<file path="config.mk">
export PLATFORM = sky130hd
export DESIGN_NAME = sp1_ram_ctrl
export DESIGN_NICKNAME = d
export VERILOG_FILES = /design/src/rtl/sp1_ram_ctrl.sv
export SDC_FILE = /design/constraint.sdc
export NUM_CORES = 1
export LEC_CHECK = 0
export ABC_AREA = 1
export CORE_ASPECT_RATIO = 0.75
export CORE_UTILIZATION = 39
export CTS_CLUSTER_DIAMETER = 40
export CTS_CLUSTER_SIZE = 14
export DETAILED_ROUTE_END_ITERATION = 6
export HOLD_SLACK_MARGIN = 0.02
export PLACE_DENSITY = 0.81
export SYNTH_ARGS = -nofsm -noshare
export SYNTH_HDL_FRONTEND = slang
export SYNTH_SLANG_ARGS = --single-unit
</file>
<file path="constraint.sdc">
create_clock -name clk -period 2.3 [get_ports clk]
set_input_delay 0.46 -clock clk [delete_from_list [all_inputs] [get_ports clk]]
set_output_delay 0.46 -clock clk [all_outputs]
set_load 0.005 [all_outputs]
</file>
<file path="src/rtl/sp1_ram_ctrl.sv">
// -----------------------------------------------------------------------------
// sp1_ram_ctrl
//
// Purpose:
//    Two-client access controller placed directly in front of a single-port RAM
//    with one cycle of read latency. Clients A and B issue level-held read or
//    write requests. A round-robin pointer picks a winner when both are
//    eligible, and the winner's fields drive the RAM combinationally. The RAM
//    read data arrives one cycle after a read is issued. It is captured into a
//    response register with a valid/ready handshake and tagged with the
//    originating client. ram_dout is never sampled after write or idle cycles,
//    because the RAM leaves it undefined then.
//
// Parameters:
//    AW          address width (matches the RAM)
//    DW          data width (matches the RAM)
//
// Ports:
//    clk         clock
//    rst         asynchronous, active-low reset
//    a_req/b_req             client request (level-held until ack)
//    a_we/b_we               1 = write, 0 = read
//    a_adrs/b_adrs           client address
//    a_din/b_din             client write data
//    a_ack/b_ack             request accepted this cycle
//    rd_valid/rd_ready       read response handshake
//    rd_src                  response owner (0 = A, 1 = B)
//    rd_data                 read response data
//    ram_cs/ram_we/ram_adrs/ram_din   RAM command
//    ram_dout                RAM read data (valid the cycle after a read)
// -----------------------------------------------------------------------------
module sp1_ram_ctrl #(
   parameter int AW = 6,
   parameter int DW = 32
) (
   input  logic          clk,
   input  logic          rst,

   input  logic          a_req,
   input  logic          a_we,
   input  logic [AW-1:0] a_adrs,
   input  logic [DW-1:0] a_din,
   output logic          a_ack,

   input  logic          b_req,
   input  logic          b_we,
   input  logic [AW-1:0] b_adrs,
   input  logic [DW-1:0] b_din,
   output logic          b_ack,

   output logic          rd_valid,
   output logic          rd_src,
   output logic [DW-1:0] rd_data,
   input  logic          rd_ready,

   output logic          ram_cs,
   output logic          ram_we,
   output logic [AW-1:0] ram_adrs,
   output logic [DW-1:0] ram_din,
   input  logic [DW-1:0] ram_dout
);

   typedef enum logic {
      SRC_A = 1'b0,
      SRC_B = 1'b1
   } src_e;

   // ---------------------------------------------------------------------------
   // State
   // ---------------------------------------------------------------------------
   src_e          ptr_q,      ptr_d;       // who wins when both are eligible
   logic          inflight_q, inflight_d;  // a read was issued last cycle
   logic          pend_q,     pend_d;      // owner of the read in flight
   logic          rd_valid_q, rd_valid_d;
   logic          rd_src_q,   rd_src_d;
   logic [DW-1:0] rd_data_q,  rd_data_d;
   logic [AW-1:0] adrs_q,     adrs_d;      // mirror of last granted address
   logic [DW-1:0] din_q,      din_d;       // mirror of last granted write data

   // ---------------------------------------------------------------------------
   // Arbitration and RAM command
   // ---------------------------------------------------------------------------
   logic          read_ok;
   logic          a_elig;
   logic          b_elig;
   logic          grant;
   src_e          gsel;
   logic          g_we;
   logic [AW-1:0] g_adrs;
   logic [DW-1:0] g_din;
   logic          load;

   always_comb begin
      // A new read may only be issued when its result is guaranteed a free
      // slot: nothing is in flight and the response register is empty or being
      // drained on this edge. Writes never produce a result, so they bypass
      // this gate. That keeps a blocked read from stalling the other client's
      // write.
      read_ok = !inflight_q && (!rd_valid_q || rd_ready);

      // Gating with rst forces ack and cs low for the whole reset period.
      a_elig  = rst && a_req && (a_we || read_ok);
      b_elig  = rst && b_req && (b_we || read_ok);
      grant   = a_elig || b_elig;

      if (a_elig && b_elig) begin
         gsel = ptr_q;
      end else if (b_elig) begin
         gsel = SRC_B;
      end else begin
         gsel = SRC_A;
      end

      if (gsel == SRC_B) begin
         g_we   = b_we;
         g_adrs = b_adrs;
         g_din  = b_din;
      end else begin
         g_we   = a_we;
         g_adrs = a_adrs;
         g_din  = a_din;
      end

      a_ack    = grant && (gsel == SRC_A);
      b_ack    = grant && (gsel == SRC_B);

      // When idle, the address and data buses hold the last granted values,
      // so the RAM inputs do not toggle needlessly.
      ram_cs   = grant;
      ram_we   = grant && g_we;
      ram_adrs = grant ? g_adrs : adrs_q;
      ram_din  = grant ? g_din  : din_q;
   end

   // ---------------------------------------------------------------------------
   // Next state
   // ---------------------------------------------------------------------------
   always_comb begin
      ptr_d      = ptr_q;
      adrs_d     = adrs_q;
      din_d      = din_q;
      inflight_d = 1'b0;
      pend_d     = pend_q;
      rd_valid_d = rd_valid_q;
      rd_src_d   = rd_src_q;
      rd_data_d  = rd_data_q;

      if (grant) begin
         // Hand priority to the client that lost (or did not compete).
         ptr_d  = (gsel == SRC_A) ? SRC_B : SRC_A;
         adrs_d = g_adrs;
         din_d  = g_din;
         if (!g_we) begin
            inflight_d = 1'b1;
            pend_d     = gsel;
         end
      end

      // ram_dout is meaningful only in the cycle after a read was issued.
      load = inflight_q;

      if (load) begin
         // A load takes priority over a pop on the same edge. read_ok
         // guarantees that any older response is being drained right now.
         rd_valid_d = 1'b1;
         rd_data_d  = ram_dout;
         rd_src_d   = pend_q;
      end else if (rd_valid_q && rd_ready) begin
         rd_valid_d = 1'b0;
      end
   end

   always_ff @(posedge clk or negedge rst) begin
      if (!rst) begin
         ptr_q      <= SRC_A;
         inflight_q <= 1'b0;
         pend_q     <= 1'b0;
         rd_valid_q <= 1'b0;
         rd_src_q   <= 1'b0;
         rd_data_q  <= '0;
         adrs_q     <= '0;
         din_q      <= '0;
      end else begin
         ptr_q      <= ptr_d;
         inflight_q <= inflight_d;
         pend_q     <= pend_d;
         rd_valid_q <= rd_valid_d;
         rd_src_q   <= rd_src_d;
         rd_data_q  <= rd_data_d;
         adrs_q     <= adrs_d;
         din_q      <= din_d;
      end
   end

   assign rd_valid = rd_valid_q;
   assign rd_src   = rd_src_q;
   assign rd_data  = rd_data_q;

`ifndef SYNTH
   // A result landing on a held, un-drained response would be lost. The
   // read_ok gate is meant to make that unreachable.
   always @(posedge clk) begin
      if (rst) begin
         assert (!(load && rd_valid_q && !rd_ready))
            else $error("sp1_ram_ctrl: read result overwrote a held response");
      end
   end
`endif

endmodule
</file>
==> impl_metrics.ini <==
[setup_path]
r2r-start = rd_valid
critPathBufInv = 5
crit_path_cell_trace = nand2_2, nand2_4, nand2_4, nand3_4, nand2_4, inv_4, buf_12, buf_16, buf_12, nand2_1, nand2_1, nand2_1, nand2_2, buf_2
worstPathMaxFanout = 8
worstSetupPathType = reg2out
cp-start-kind = flop
regToRegEndpoint = din_q[13]
cpPeakStageDelay_ps = 390
reg2reg_depth = 18
arrival_ps = 1940
slowest_stage = dfrtp_1
r2r_slack_ps = 130
cp.required_ps = 1840
setup.worst_path.end_class = output pin
critPathTopFamily = simple AND/OR/NAND/NOR gates

[logic_synthesis]
yosys.cell_types.count = 17
synth_cells = 449
yosysWarnings = 0
ys_ff_latch = 75
avgSynthCellArea_um2 = 7.54
netlist_area_um2 = 3380
syn_nets = 564
synth_seq_area_share_pct = 55.5

[detailed_routing]
wire_per_inst_um = 14.4
routed_wl_um = 11700
drc = 0
antenna_left = 0
drt_iter0_markers = 123
first_pass_iters = 4
vias_per_cell = 4.67
num_vias = 3788

[clock_tree]
ctsRootBufferMaster = clkbuf_16
clk_latency_ps = 320
clk_pin_slew_ps = 60
ctsLongestPathBuffers = 2
numCtsBuffers = 9
cts_tree = yes
htree_levels = 3
cts_num_sinks = 75

[floorplanning]
die_area_um2 = 9060
pin_count = 191
num_rows = 29
start_util_pct = 40.0
core_area_um2 = 8450
die_h_um = 82.7
dieWidth_um = 110

[global_route]
grtUsageTotal_pct = 24.7
grt_antenna_before_repair = 0
overflow = 0
grt_pass1_wl_um = 16700
grt_pass1_vias = 3599
grt_max_degree = 71

[power_and_ir_drop]
total_power_mw = 4.71
powerDensity_nw_per_um2 = 745
peakVddDrop_mv = 0.442
power_leakage_nw = 3.34

[timing]
worst_slew_pin_slew_ps = 871
setup_slack_ps = -105
fmax_mhz = 416
report.final.slew_viol_count = 0
rsz0062_at_grt = true
slew-limit-headroom_pct = 41.9
timing.final.crit_share_pct = 105
setup_viol = 28
fin_crit_ps = 2400
final-hold-violation-count = 0
clock_skew_ps = 6.40

[min_path]
hold_path.class = in2async

[run_status]
violations = setup timing
outcome = complete, but fails checks

[flow_run]
drv_cap = 0

[placed_design]
placed_cell_area_um2 = 5490
place_congestion = 0.822
port_buffers = 190
dp.cells = 749
dp_hpwl_um = 7380

[cells_and_area]
post-route-util_pct = 74.7
fillers = 608
diodes = 0
layout-drive-gt1-share_pct = 25.2
nets = 813
finalInstanceArea_um2 = 6310
final_cells = 811
areaGrowthSynthToFinish_pct = 86.6
## flip-flops by register name, summed over array words and instances (netlist names)
name and count:
din_q 32, rd_data 32, adrs_q 6, inflight_q 1, pend_q 1, ptr_q 1, rd_src 1, rd_valid 1
## report_power, final
group | internal (mW) | switching (mW) | leakage, nW
logic | 0.938 | 0.677 | 2.27
registers | 1.61 | 0.122 | 0.927
clock network | 0.839 | 0.525 | 0.139
## cells by family after synthesis
kind of cell,Yosys count,synth area share [%]
compound gates,3,0.776
simple gates,337,38.2
buf+inv,34,5.55
flops,75,55.5
## cell usage in the layout, fill, tap and decap left out, drive strengths merged
cell type      count
clkdlybuf4s15      4
clkinv             2
nand2            327
a21oi              2
nor2               1
bufbuf             1
buf              108
bufinv             1
dlygate4sd2        5
clkinvlp           2
o21ai              1
dfrtp             75
clkbuf            11
clkdlybuf4s50    142
nand3              9
inv               12
## area by class of cell
class | count | area, um^2 | area share [%]
Clock buffer | 10 | 229 | 3.63
Clock inverter | 6 | 63.8 | 1.01
Inverter | 11 | 46.3 | 0.733
Multi-Input combinational cell | 340 | 1450 | 23.0
Sequential cell | 75 | 1880 | 29.7
Tap cell | 108 | 135 | 2.14
Timing Repair Buffer | 261 | 2510 | 39.8
## stage by stage
step | hold WS (ps) | setup TNS [ps] | worst slack, ps
2_1_floorplan | 164 | 0 | 514
3_3_place_gp | 381 | -23080 | -587
3_5_place_dp | 385 | -23910 | -634
4_1_cts | 45.0 | -2290 | -124
5_1_grt | 55.9 | -6050 | -248
6_report | 54.1 | -1770 | -105
## synth_stat cells (all sizes together)
cell type  instances  area, um^2
nand2            327        1240
nor2               1        3.75
buf               15         114
dfrtp             75        1880
nand3              9        50.1
o21ai              1        5.00
a21oi              2        21.3
clkbuf             8        30.0
inv               11        43.8
## metal layers
layer	share of wire (%)	global-route usage (%)	up-vias	wire length (um)
li1	-	-	1836	-
met1	41	28.7	1749	4780
met2	49	44.0	180	5680
met3	8.7	7.61	23	1010
met4	1.7	7.73	0	204
met5	0	0	-	0
## worst max-delay path by stage
stage | startpoint | to | slack (ps) | cells after the start
after floorplan | rd_ready | ram_din[10] | 510 | 10
after global placement | rd_ready | ram_din[31] | -590 | 12
after detailed placement | rd_ready | ram_din[19] | -630 | 13
after CTS | rd_valid | ram_din[19] | -120 | 13
after global routing | rd_valid | ram_din[15] | -250 | 14
final | rd_valid | ram_din[15] | -100 | 14
## what timing repair did
| item | CTS | global route |
|---|---|---|
| resized for setup | 202 | 47 |
| setup buffers | 32 | 12 |
| hold endpoints to repair | 0 | 0 |
| gates cloned | 3 | 1 |
| endpoints found under the setup margin | 42 | 42 |
| pin swaps | 26 | 35 |
| hold buffers | 0 | 0 |
Note: power is estimated with default switching activity, not from simulation.
==> variant, RTL diff (same settings) <==
`DW`: 32 -> 16.
--- a/src/rtl/sp1_ram_ctrl.sv
+++ b/src/rtl/sp1_ram_ctrl.sv
@@ -32,5 +32,5 @@
 module sp1_ram_ctrl #(
    parameter int AW = 6,
-   parameter int DW = 32
+   parameter int DW = 16
 ) (
    input  logic          clk,
Interface: changed (5 resized); port bits go from 191 to 111. No check against the original RTL was run, so the function may have changed too.
==> variant against the unedited design <==
- the run ends with design-rule violations, negative setup slack left
- count of clock-buffer cells in the layout decreased by 5
- wire length shrank 43%
- largest cell class unchanged
- design area down 42%
- area after synthesis decreased by 41%
- total power shrank 48%
- via count shrank 40%
- clock skew increased by 0.0071 ns
- critical endpoint is now ram_din[6]
- combinational power fell by 41%
- worst setup slack better by 0.070 ns
- first-iteration DRC count down 47%
- sequential cell count decreased by 32
- clock power fell by 63%
- die area down 40%
==> variant: results <==
metrics = {
    "logic_synthesis": {
        "syn_nets": 328,
        "yosysUniqueCellTypes": 18,
        "synth_common_cells": "nand2_1, dfrtp_1, inv_1, nand3_1",
        "synthTopCellsByArea": "dfrtp_1, nand2_1, buf_6",
        "syn-instance-count": 261,
    },
    "setup_path": {
        "cp_max_fo": 6,
        "critPathArrivalTime_ns": 1.88,
        "reg2reg_setup_slack_ns": -0.01,
    },
    "finish": {
        "drive_gt1_share_pct": 27.2,
        "instances_no_fill": 476,
    },
    "sta": {
        "hold_slack_ns": 0.172,
        "finClkSkew_ns": 0.0135,
        "setup_slack_ns": -0.0350,
        "tightest_slew_ns": 0.294,
        "setup_viol": 4,
    },
    "detailed_routing": {
        "first_pass_iters": 6,
        "num_vias": 2278,
        "drt_first_iter_violations": 65,
        "wl_per_cell_um": 14.0,
        "drc_errors": 8,
    },
    "pwr": {
        "vdd_drop_max_uv": 446,
        "switchingPower_mw": 0.766,
        "power_leakage_nw": 1.95,
    },
    "global_routing": {
        "grt_pass1_wl_um": 10400,
        "grt_usage_pct": 25.1,
        "grt_max_degree": 25,
        "grt_pass1_vias": 2226,
    },
    "place": {
        "hpwl_um": 3980,
        "place.gp.congestion": 0.774,
        "dp_cells": 433,
        "portBuffers": 110,
    },
    "clock_network": {
        "insertion_delay_ns": 0.30,
        "htree_levels": 2,
        "clkTransAtPathRegs_ns": 0.10,
        "cts-root-buf": "clkbuf_8",
        "cts-buffers-inserted": 5,
    },
    "status": {
        "violations": "design-rule violations, negative setup slack",
        "outcome": "finished, violations left",
    },
}
variant: cell type report:
| type | count | area [um^2] |
|---|---|---|
| fillers | 385 | 1230 |
| inverters | 11 | 75.1 |
| clock inverters | 3 | 23.8 |
| repair buffers | 156 | 1460 |
| clock buffers | 5 | 68.8 |
| well taps | 60 | 75.1 |
| repair inverters | 2 | 27.5 |
| flip-flops and latches | 43 | 1080 |
| multi-input cells | 196 | 861 |
variant: logic make-up (layout without fill, tap and decap cells):
kind of cell | after synthesis | after routing | share of synthesized area (%)
AO/OA/AOI/OAI | 3 | 3 | 1.32
buffers and inverters | 22 | 177 | 6.47
flip-flops | 43 | 43 | 54.0
AND/OR/NAND/NOR | 193 | 193 | 38.2
variant: worst paths after layout:
path	start	endpoint
worst max-delay path	inflight_q$_DFF_PN0_	ram_din[6]
worst min-delay path	rst	din_q[0]$_DFF_PN0_
worst max register to register	inflight_q$_DFF_PN0_	din_q[6]$_DFF_PN0_
worst min register to register	rd_data[9]$_DFFE_PN0P_	rd_data[9]$_DFFE_PN0P_
max in group asynchronous	rst	rd_src$_DFFE_PN0P_
min in group clk	rd_data[9]$_DFFE_PN0P_	rd_data[9]$_DFFE_PN0P_
variant: per-stage QoR:
step	setup TNS [ns]	utilization, %	setup WS, ns	cell area (um^2)
after floorplan	0	-	0.544	1990
after global placement	-13.19	65.4	-0.568	3210
after detailed placement	-13.01	65.4	-0.565	3210
after CTS	-0.210	72.6	-0.0529	3560
after global routing	-0.913	74.9	-0.101	3670
final	-0.0645	74.9	-0.0350	3670
variant: power groups by stage:
stage	logic, mW	clock network (mW)	registers [mW]
CTS	0.884	0.510	0.988
detailed placement	0.815	0	1.00
finish	0.945	0.506	0.990
global placement	0.802	0	0.991
global route	1.03	0.550	1.01
floorplan	0.284	0	0.996
variant: critical path: stages, from the launching register on:
cell and delay, ns:
dfrtp_1 0.43, clkinv_4 0.07, nand2_4 0.06, a21oi_4 0.18
nand2_4 0.10, buf_12 0.14, buf_8 0.13, buf_6 0.11
nand2_2 0.04, nand2_1 0.04, nand2_1 0.08, nand2_2 0.07
buf_6 0.12
variant: timing repair:
item	CTS	global route
buffers inserted	22	8
cloned	5	0
pin swaps	14	22
resized for setup	136	23
setup endpoints to repair	26	26
variant: metal layers:
metal	part of all wire, %	track usage (%)	wire length [um]
met5	0	0	0
met4	0.51	5.51	34
met1	40	29.9	2630
met2	51	45.4	3360
met3	9.4	7.24	624
